===== src/rtl/sha256d_core_if.sv =====
`default_nettype none
// ============================================================================
// Module   : sha256d_core_if
// Purpose  : Command, block-transfer and result bundle for sha256d_core.
// Revision : 1.0 - initial release
// ============================================================================
interface sha256d_core_if #(
  parameter int MAX_BLOCKS = 4,
  parameter int CNT_W      = $clog2(MAX_BLOCKS + 1)
);
  logic             start;
  logic [CNT_W-1:0] num_blocks;
  logic             double_en;
  logic             abort;
  logic [511:0]     block_data;
  logic             block_valid;
  logic             block_ready;
  logic             busy;
  logic             done;
  logic             err;
  logic [255:0]     digest;

  // Front end / host side
  modport master (
    output start, num_blocks, double_en, abort, block_data, block_valid,
    input  block_ready, busy, done, err, digest
  );

  // Hashing engine side
  modport slave (
    input  start, num_blocks, double_en, abort, block_data, block_valid,
    output block_ready, busy, done, err, digest
  );
endinterface
`default_nettype wire


===== src/rtl/sha256d_core.sv =====
`default_nettype none
// ============================================================================
// Module   : sha256d_core
// Purpose  : Multi-block SHA-256 engine, one round per cycle, with optional
//            second internally padded pass for SHA256d.
// Revision : 1.0 - initial release
// ============================================================================
module sha256d_core #(
  parameter int MAX_BLOCKS = 4,
  parameter int CNT_W      = $clog2(MAX_BLOCKS + 1)
) (
  input  logic          clk,
  input  logic          n_rst,
  sha256d_core_if.slave bus
);

  typedef enum logic [2:0] {
    S_IDLE        = 3'd0,
    S_WAIT_BLK    = 3'd1,
    S_ROUND       = 3'd2,
    S_UPDATE      = 3'd3,
    S_SECOND_LOAD = 3'd4,
    S_DONE        = 3'd5
  } state_t;

  localparam logic [CNT_W-1:0] c_max_blocks = CNT_W'(MAX_BLOCKS);

  localparam logic [31:0] c_iv [8] = '{
    32'h6a09e667, 32'hbb67ae85, 32'h3c6ef372, 32'ha54ff53a,
    32'h510e527f, 32'h9b05688c, 32'h1f83d9ab, 32'h5be0cd19};

  localparam logic [31:0] c_k [64] = '{
    32'h428a2f98, 32'h71374491, 32'hb5c0fbcf, 32'he9b5dba5, 32'h3956c25b, 32'h59f111f1, 32'h923f82a4, 32'hab1c5ed5,
    32'hd807aa98, 32'h12835b01, 32'h243185be, 32'h550c7dc3, 32'h72be5d74, 32'h80deb1fe, 32'h9bdc06a7, 32'hc19bf174,
    32'he49b69c1, 32'hefbe4786, 32'h0fc19dc6, 32'h240ca1cc, 32'h2de92c6f, 32'h4a7484aa, 32'h5cb0a9dc, 32'h76f988da,
    32'h983e5152, 32'ha831c66d, 32'hb00327c8, 32'hbf597fc7, 32'hc6e00bf3, 32'hd5a79147, 32'h06ca6351, 32'h14292967,
    32'h27b70a85, 32'h2e1b2138, 32'h4d2c6dfc, 32'h53380d13, 32'h650a7354, 32'h766a0abb, 32'h81c2c92e, 32'h92722c85,
    32'ha2bfe8a1, 32'ha81a664b, 32'hc24b8b70, 32'hc76c51a3, 32'hd192e819, 32'hd6990624, 32'hf40e3585, 32'h106aa070,
    32'h19a4c116, 32'h1e376c08, 32'h2748774c, 32'h34b0bcb5, 32'h391c0cb3, 32'h4ed8aa4a, 32'h5b9cca4f, 32'h682e6ff3,
    32'h748f82ee, 32'h78a5636f, 32'h84c87814, 32'h8cc70208, 32'h90befffa, 32'ha4506ceb, 32'hbef9a3f7, 32'hc67178f2};

  function automatic logic [31:0] f_rotr(input logic [31:0] x, input int n);
    return (x >> n) | (x << (32 - n));
  endfunction

  function automatic logic [31:0] f_bsig0(input logic [31:0] x);
    return f_rotr(x, 2) ^ f_rotr(x, 13) ^ f_rotr(x, 22);
  endfunction

  function automatic logic [31:0] f_bsig1(input logic [31:0] x);
    return f_rotr(x, 6) ^ f_rotr(x, 11) ^ f_rotr(x, 25);
  endfunction

  function automatic logic [31:0] f_ssig0(input logic [31:0] x);
    return f_rotr(x, 7) ^ f_rotr(x, 18) ^ (x >> 3);
  endfunction

  function automatic logic [31:0] f_ssig1(input logic [31:0] x);
    return f_rotr(x, 17) ^ f_rotr(x, 19) ^ (x >> 10);
  endfunction

  state_t           r_state;
  logic [31:0]      r_hv [8];   // chaining value H0..H7
  logic [31:0]      r_v  [8];   // working variables a..h
  logic [31:0]      r_w  [16];  // schedule window, r_w[0] = W[r]
  logic [5:0]       r_round;
  logic [CNT_W-1:0] r_remain;
  logic             r_double;
  logic             r_pass2;
  logic             r_ready;
  logic             r_busy;
  logic             r_done;
  logic             r_err;
  logic [255:0]     r_digest;

  logic [31:0]      w_t1;
  logic [31:0]      w_t2;
  logic [31:0]      w_wnew;
  logic [31:0]      w_hsum [8];
  logic [255:0]     w_hcat;

  assign w_t1 = r_v[7] + f_bsig1(r_v[4]) + ((r_v[4] & r_v[5]) ^ (~r_v[4] & r_v[6]))
              + c_k[r_round] + r_w[0];
  assign w_t2 = f_bsig0(r_v[0]) + ((r_v[0] & r_v[1]) ^ (r_v[0] & r_v[2]) ^ (r_v[1] & r_v[2]));
  // Word 16 positions ahead; computed every round, only consumed while r < 48.
  assign w_wnew = f_ssig1(r_w[14]) + r_w[9] + f_ssig0(r_w[1]) + r_w[0];

  generate
    for (genvar gi = 0; gi < 8; gi++) begin : g_hsum
      assign w_hsum[gi]                 = r_hv[gi] + r_v[gi];
      assign w_hcat[255-32*gi -: 32]    = w_hsum[gi];
    end
  endgenerate

  assign bus.block_ready = r_ready;
  assign bus.busy        = r_busy;
  assign bus.done        = r_done;
  assign bus.err         = r_err;
  assign bus.digest      = r_digest;

  // Control FSM, datapath registers and registered outputs.
  always_ff @(posedge clk or negedge n_rst) begin
    if (!n_rst) begin
      r_state  <= S_IDLE;
      r_hv     <= c_iv;
      for (int i = 0; i < 8; i++)  r_v[i] <= '0;
      for (int i = 0; i < 16; i++) r_w[i] <= '0;
      r_round  <= '0;
      r_remain <= '0;
      r_double <= 1'b0;
      r_pass2  <= 1'b0;
      r_ready  <= 1'b0;
      r_busy   <= 1'b0;
      r_done   <= 1'b0;
      r_err    <= 1'b0;
      r_digest <= '0;
    end else begin
      r_done <= 1'b0;
      r_err  <= 1'b0;
      if (bus.abort) begin
        // Cancel wins over everything; digest is left untouched.
        r_state <= S_IDLE;
        r_ready <= 1'b0;
        r_busy  <= 1'b0;
      end else begin
        case (r_state)
          S_IDLE: begin
            if (bus.start) begin
              if (bus.num_blocks == '0 || bus.num_blocks > c_max_blocks) begin
                r_err <= 1'b1;
              end else begin
                r_remain <= bus.num_blocks;
                r_double <= bus.double_en;
                r_hv     <= c_iv;
                r_pass2  <= 1'b0;
                r_ready  <= 1'b1;
                r_busy   <= 1'b1;
                r_state  <= S_WAIT_BLK;
              end
            end
          end
          S_WAIT_BLK: begin
            if (bus.block_valid) begin
              for (int i = 0; i < 16; i++) r_w[i] <= bus.block_data[511-32*i -: 32];
              r_v      <= r_hv;
              r_round  <= '0;
              r_remain <= r_remain - CNT_W'(1);
              r_ready  <= 1'b0;
              r_state  <= S_ROUND;
            end
          end
          S_ROUND: begin
            r_v[0] <= w_t1 + w_t2;
            r_v[1] <= r_v[0];
            r_v[2] <= r_v[1];
            r_v[3] <= r_v[2];
            r_v[4] <= r_v[3] + w_t1;
            r_v[5] <= r_v[4];
            r_v[6] <= r_v[5];
            r_v[7] <= r_v[6];
            for (int i = 0; i < 15; i++) r_w[i] <= r_w[i+1];
            r_w[15] <= w_wnew;
            r_round <= r_round + 6'd1;
            if (r_round == 6'd63) r_state <= S_UPDATE;
          end
          S_UPDATE: begin
            r_hv <= w_hsum;
            if (r_remain != '0) begin
              r_ready <= 1'b1;
              r_state <= S_WAIT_BLK;
            end else if (r_double && !r_pass2) begin
              r_state <= S_SECOND_LOAD;
            end else begin
              r_digest <= w_hcat;
              r_done   <= 1'b1;
              r_state  <= S_DONE;
            end
          end
          S_SECOND_LOAD: begin
            // Pad the 256-bit first-pass digest into one 512-bit block.
            for (int i = 0; i < 8; i++) r_w[i] <= r_hv[i];
            r_w[8] <= 32'h80000000;
            for (int i = 9; i < 15; i++) r_w[i] <= '0;
            r_w[15] <= 32'h00000100;
            r_hv    <= c_iv;
            r_v     <= c_iv;
            r_pass2 <= 1'b1;
            r_round <= '0;
            r_state <= S_ROUND;
          end
          S_DONE: begin
            r_busy  <= 1'b0;
            r_state <= S_IDLE;
          end
          default: begin
            r_ready <= 1'b0;
            r_busy  <= 1'b0;
            r_state <= S_IDLE;
          end
        endcase
      end
    end
  end

endmodule
`default_nettype wire


===== src/flat_wrapper.sv =====
// flat-port wrapper written by rule: the top's interface ports become plain ports
module sha256d_core_flat 
#(
  parameter int MAX_BLOCKS = 4,
  parameter int CNT_W      = $clog2(MAX_BLOCKS + 1)
)
  (clk, n_rst, bus_start, bus_num_blocks, bus_double_en, bus_abort, bus_block_data, bus_block_valid, bus_block_ready, bus_busy, bus_done, bus_err, bus_digest);
  sha256d_core_if #(.MAX_BLOCKS(MAX_BLOCKS), .CNT_W(CNT_W)) bus_i ();
  input  logic clk;
  input  logic n_rst;
  input wire logic [$bits(bus_i.start)-1:0] bus_start;
  input wire logic [$bits(bus_i.num_blocks)-1:0] bus_num_blocks;
  input wire logic [$bits(bus_i.double_en)-1:0] bus_double_en;
  input wire logic [$bits(bus_i.abort)-1:0] bus_abort;
  input wire logic [$bits(bus_i.block_data)-1:0] bus_block_data;
  input wire logic [$bits(bus_i.block_valid)-1:0] bus_block_valid;
  output wire logic [$bits(bus_i.block_ready)-1:0] bus_block_ready;
  output wire logic [$bits(bus_i.busy)-1:0] bus_busy;
  output wire logic [$bits(bus_i.done)-1:0] bus_done;
  output wire logic [$bits(bus_i.err)-1:0] bus_err;
  output wire logic [$bits(bus_i.digest)-1:0] bus_digest;
  assign bus_i.start = bus_start;
  assign bus_i.num_blocks = bus_num_blocks;
  assign bus_i.double_en = bus_double_en;
  assign bus_i.abort = bus_abort;
  assign bus_i.block_data = bus_block_data;
  assign bus_i.block_valid = bus_block_valid;
  assign bus_block_ready = bus_i.block_ready;
  assign bus_busy = bus_i.busy;
  assign bus_done = bus_i.done;
  assign bus_err = bus_i.err;
  assign bus_digest = bus_i.digest;
  sha256d_core #(.MAX_BLOCKS(MAX_BLOCKS), .CNT_W(CNT_W)) u_core (.clk(clk), .n_rst(n_rst), .bus(bus_i));
endmodule

===== config.mk =====
export PLATFORM = sky130hd
export DESIGN_NAME = sha256d_core_flat
export DESIGN_NICKNAME = d
export VERILOG_FILES = /design/src/rtl/sha256d_core_if.sv /design/src/rtl/sha256d_core.sv /design/src/flat_wrapper.sv
export SDC_FILE = /design/constraint.sdc
export NUM_CORES = 2
export LEC_CHECK = 0
export CAP_MARGIN = 20
export CELL_PAD_IN_SITES_DETAIL_PLACEMENT = 1
export CELL_PAD_IN_SITES_GLOBAL_PLACEMENT = 1
export CORE_ASPECT_RATIO = 1.75
export CORE_MARGIN = 2
export CORE_UTILIZATION = 45
export DETAILED_ROUTE_END_ITERATION = 10
export PLACE_DENSITY = 0.89
export SETUP_SLACK_MARGIN = 0.4
export SLEW_MARGIN = 20
export SYNTH_ARGS = -nofsm -noshare
export SYNTH_HDL_FRONTEND = slang
export SYNTH_SLANG_ARGS = --single-unit

===== constraint.sdc =====
create_clock -name clk -period 9.8 [get_ports clk]
set_input_delay 2.94 -clock clk [delete_from_list [all_inputs] [get_ports clk]]
set_output_delay 2.94 -clock clk [all_outputs]
set_load 0.03 [all_outputs]

==> results by group <==
Floorplan
  – Initial Util: a little under half
  – Row count: between 200 and 250
  – Die Y: ~580 µm
  – Core area: roughly 190,000 µm²
  – DIE AREA: approximately 190,000 µm²
  – Die Wd: 334.2 µm
  – Ports: between 700 and 800

Global route
  – Met1 Track Usage GR: between 50% and 60%
  – Vias in the first global route: roughly 90,000
  – GRT busiest layer: met2
  – First-pass GRT wire length: ~680 mm
  – Met3 usage: approximately 13%
  – Antenna violations before repair: a little over 80
  – GRT Util Overall: about half
  – Largest net degree at the start of global routing: ~220
  – Met2 track demand over resource: between 70% and 80%
  – GRT overflow: 0

Timing
  – Clock Skew: about 80 ps
  – Final hold violation count: 0
  – FMAX: ~0.11 GHz
  – Tightest Pin Transition: roughly 1400 ps
  – Setup Viol. Count Final: 0
  – Tmin final: between 9000 and 10,000 ps
  – RSZ-0062 raised after global routing: true
  – Max Slew Vio Count: 0
  – Slew HR: under 10%
  – Final worst-path cycle share: between 90% and 100%
  – Setup TNS: 0 ps

Detailed routing
  – # DRC: 0
  – Via count: 90,220
  – Antenna Violating Nets Remaining: 0
  – WL/cell: 36.88 µm
  – Vias per cell: 6.925
  – Initial DRC count: roughly 10,000
  – Final WL: a little under 500 mm
  – 1st-pass router iterations: 7

Logic synthesis
  – Syn Area/Cell: approximately 8.7 µm²
  – Cells after Synth: about 9,900
  – Main synth FF type: dfrtp_1
  – Synth unique cells: slightly below 90
  – Syn. warnings: 0
  – Async SR Flop Fraction: 100.0%
  – Syn Nets: about 11,000
  – Seq/Total Area, Yosys: a little under two fifths
  – Post-synth EDFFs: 0
  – Synthesis-stage register bit count: about 1,300
  – Netlist area before placement: about 86,000 µm²

Worst setup path
  – Worst setup EP type: register
  – Critical-path top delay cell: fa_1
  – R2r setup slk: between 700 and 800 ps
  – RR Endpoint: u_core.r_v[255]$_DFFE_PN0P_
  – Worst Setup Path Type: register to register
  – Kind of start point of the critical path: register
  – Crit Reg-Reg Startpoint: u_core.r_round[1]$_DFFE_PN0P_
  – Crit path DAT: slightly below 10,000 ps
  – Crit-path max FO: 6
  – Worst Reg-to-Reg Cells: 38
  – Most used cell, CP: a21oi_1
  – CP max stage delay: 520 ps
  – Req. time, crit path: between 10,000 and 15,000 ps

Place
  – HPWL Detailed: between 300 and 400 mm
  – GP Congestion: between 1 and 1.5
  – PortBufs: 780
  – Post-Place Cells: 12,710

Cells and area
  – # fillers: around 22,000
  – Final core utilization: between 50 and 60%
  – Most frequent cells in the layout: nand2_1, dfrtp_1, nor2_1
  – Nets: roughly 12,000
  – Most common cell after layout, fill and taps aside: nand2_1
  – Layout cells sized above 1: a little under 9%
  – Non-filler instance count after layout: between 10,000 and 15,000
  – Area grow syn2layout: 19.42%

Min path
  – HP Class: register to register
  – WHS Path Cells: 2
  – WHS Endpoint: u_core.bus.digest[77]$_DFFE_PN0P_
  – Hold path startpoint: u_core.bus.digest[77]$_DFFE_PN0P_

Clock network
  – CTS tree: built
  – Root Buffer: clkbuf_16
  – Clock slew seen by the registers of the worst setup and hold paths: 70 ps
  – H-tree depth: 4
  – Clock Sinks: between 1,000 and 1,500
  – CTS Buffer Depth: 4
  – Number of CTS-inserted buffers: 140
  – Clock latency on the worst-skew pair: approximately 850 ps

Run
  – Max Cap Viol: 0

Outcome
  – Outcome: complete, no violations
worst max-delay path, delay by kind of cell (launching register included):
| family | cells | cell delay, ps |
|---|---|---|
| AOI/OAI and AO/OA | 15 | 2940 |
| adders and majority gates | 7 | 2820 |
| buffers and inverters | 9 | 1170 |
| xor gates and xnor gates | 3 | 530 |
| muxes | 1 | 510 |
| DFF | 1 | 420 |
| and+or+nand+nor | 3 | 400 |
kinds of logic after synthesis:
logic type,share of synthesized area [%]
simple gates,13.54
mux,1.268
compound gates,25.94
xor+xnor,5.895
buf+inv,4.763
flops,38.02
fa+ha+maj,10.57
state kept, by name, indices dropped and copies added (netlist names):
signal,cells
u_core.r_pass2,1
u_core.r_remain,3
u_core.bus.digest,256
u_core.r_state,3
u_core.r_round,6
u_core.bus.err,1
u_core.r_hv,256
u_core.bus.busy,1
u_core.r_v,256
u_core.r_w,512
u_core.r_double,1
u_core.bus.block_ready,1
u_core.bus.done,1
stage by stage:
stage               hold WS (ps)  cell area (µm²)  worst slack [ps]
finish                     473.8           102600             780.2
global route               487.1           102500             369.1
CTS                        477.5           102100             409.8
detailed placement         461.9            97440             325.3
global placement           458.1            97420             313.2
floorplan                  448.9            85880              1008
Yosys cell counts, types with 152 or more instances:
cell / number / area share (%)
nor2_1: 1121 / 4.9
a21o_1: 152 / 1.3
o22ai_1: 275 / 2.0
inv_1: 294 / 1.3
clkbuf_1: 735 / 3.2
ha_1: 394 / 5.7
o221ai_1: 260 / 2.7
a21oi_1: 425 / 2.5
xnor2_1: 432 / 4.4
nand2_1: 1269 / 5.5
a221oi_1: 361 / 3.7
fa_1: 195 / 4.5
dfrtp_1: 1162 / 34
o21ai_0: 1111 / 6.5
layout make-up:
class,count,area [µm²],area share [%]
Multi-Input combinational cell,7466,49410,48.18
Sequential cell,1298,32670,31.85
Inverter,299,1154,1.125
Timing Repair Buffer,1197,11430,11.14
Antenna cell,61,152.6,0.1488
Clock inverter,42,555.5,0.5417
Clock buffer,204,4110,4.008
Tap cell,2461,3079,3.002
per-layer routing:
metal	share of wire, %	vias up
met4	13	44
li1	-	36610
met2	45	5914
met5	0.062	-
met3	9.3	2300
met1	33	45350
worst max-delay path by stage:
stage,depth (start not counted),from,to
6_report,38,u_core.r_round[1]$_DFFE_PN0P_,u_core.r_v[255]$_DFFE_PN0P_
5_1_grt,42,u_core.r_round[1]$_DFFE_PN0P_,u_core.r_v[255]$_DFFE_PN0P_
4_1_cts,42,u_core.r_round[1]$_DFFE_PN0P_,u_core.r_v[255]$_DFFE_PN0P_
3_5_place_dp,44,u_core.r_round[0]$_DFFE_PN0P_,u_core.r_v[255]$_DFFE_PN0P_
3_3_place_gp,45,u_core.r_round[0]$_DFFE_PN0P_,u_core.r_v[253]$_DFFE_PN0P_
2_1_floorplan,40,u_core.r_round[0]$_DFFE_PN0P_,u_core.r_v[255]$_DFFE_PN0P_
timing repair:
action	in CTS	in global routing
resized for setup	5	26
setup buffers	0	2
endpoints found under the setup margin	3	12
pin swaps	0	2
hold buffers	0	0
Power is left out: the tool's default activity adds up to more than one toggle a clock period on the data nets, which glitch-free logic cannot reach.
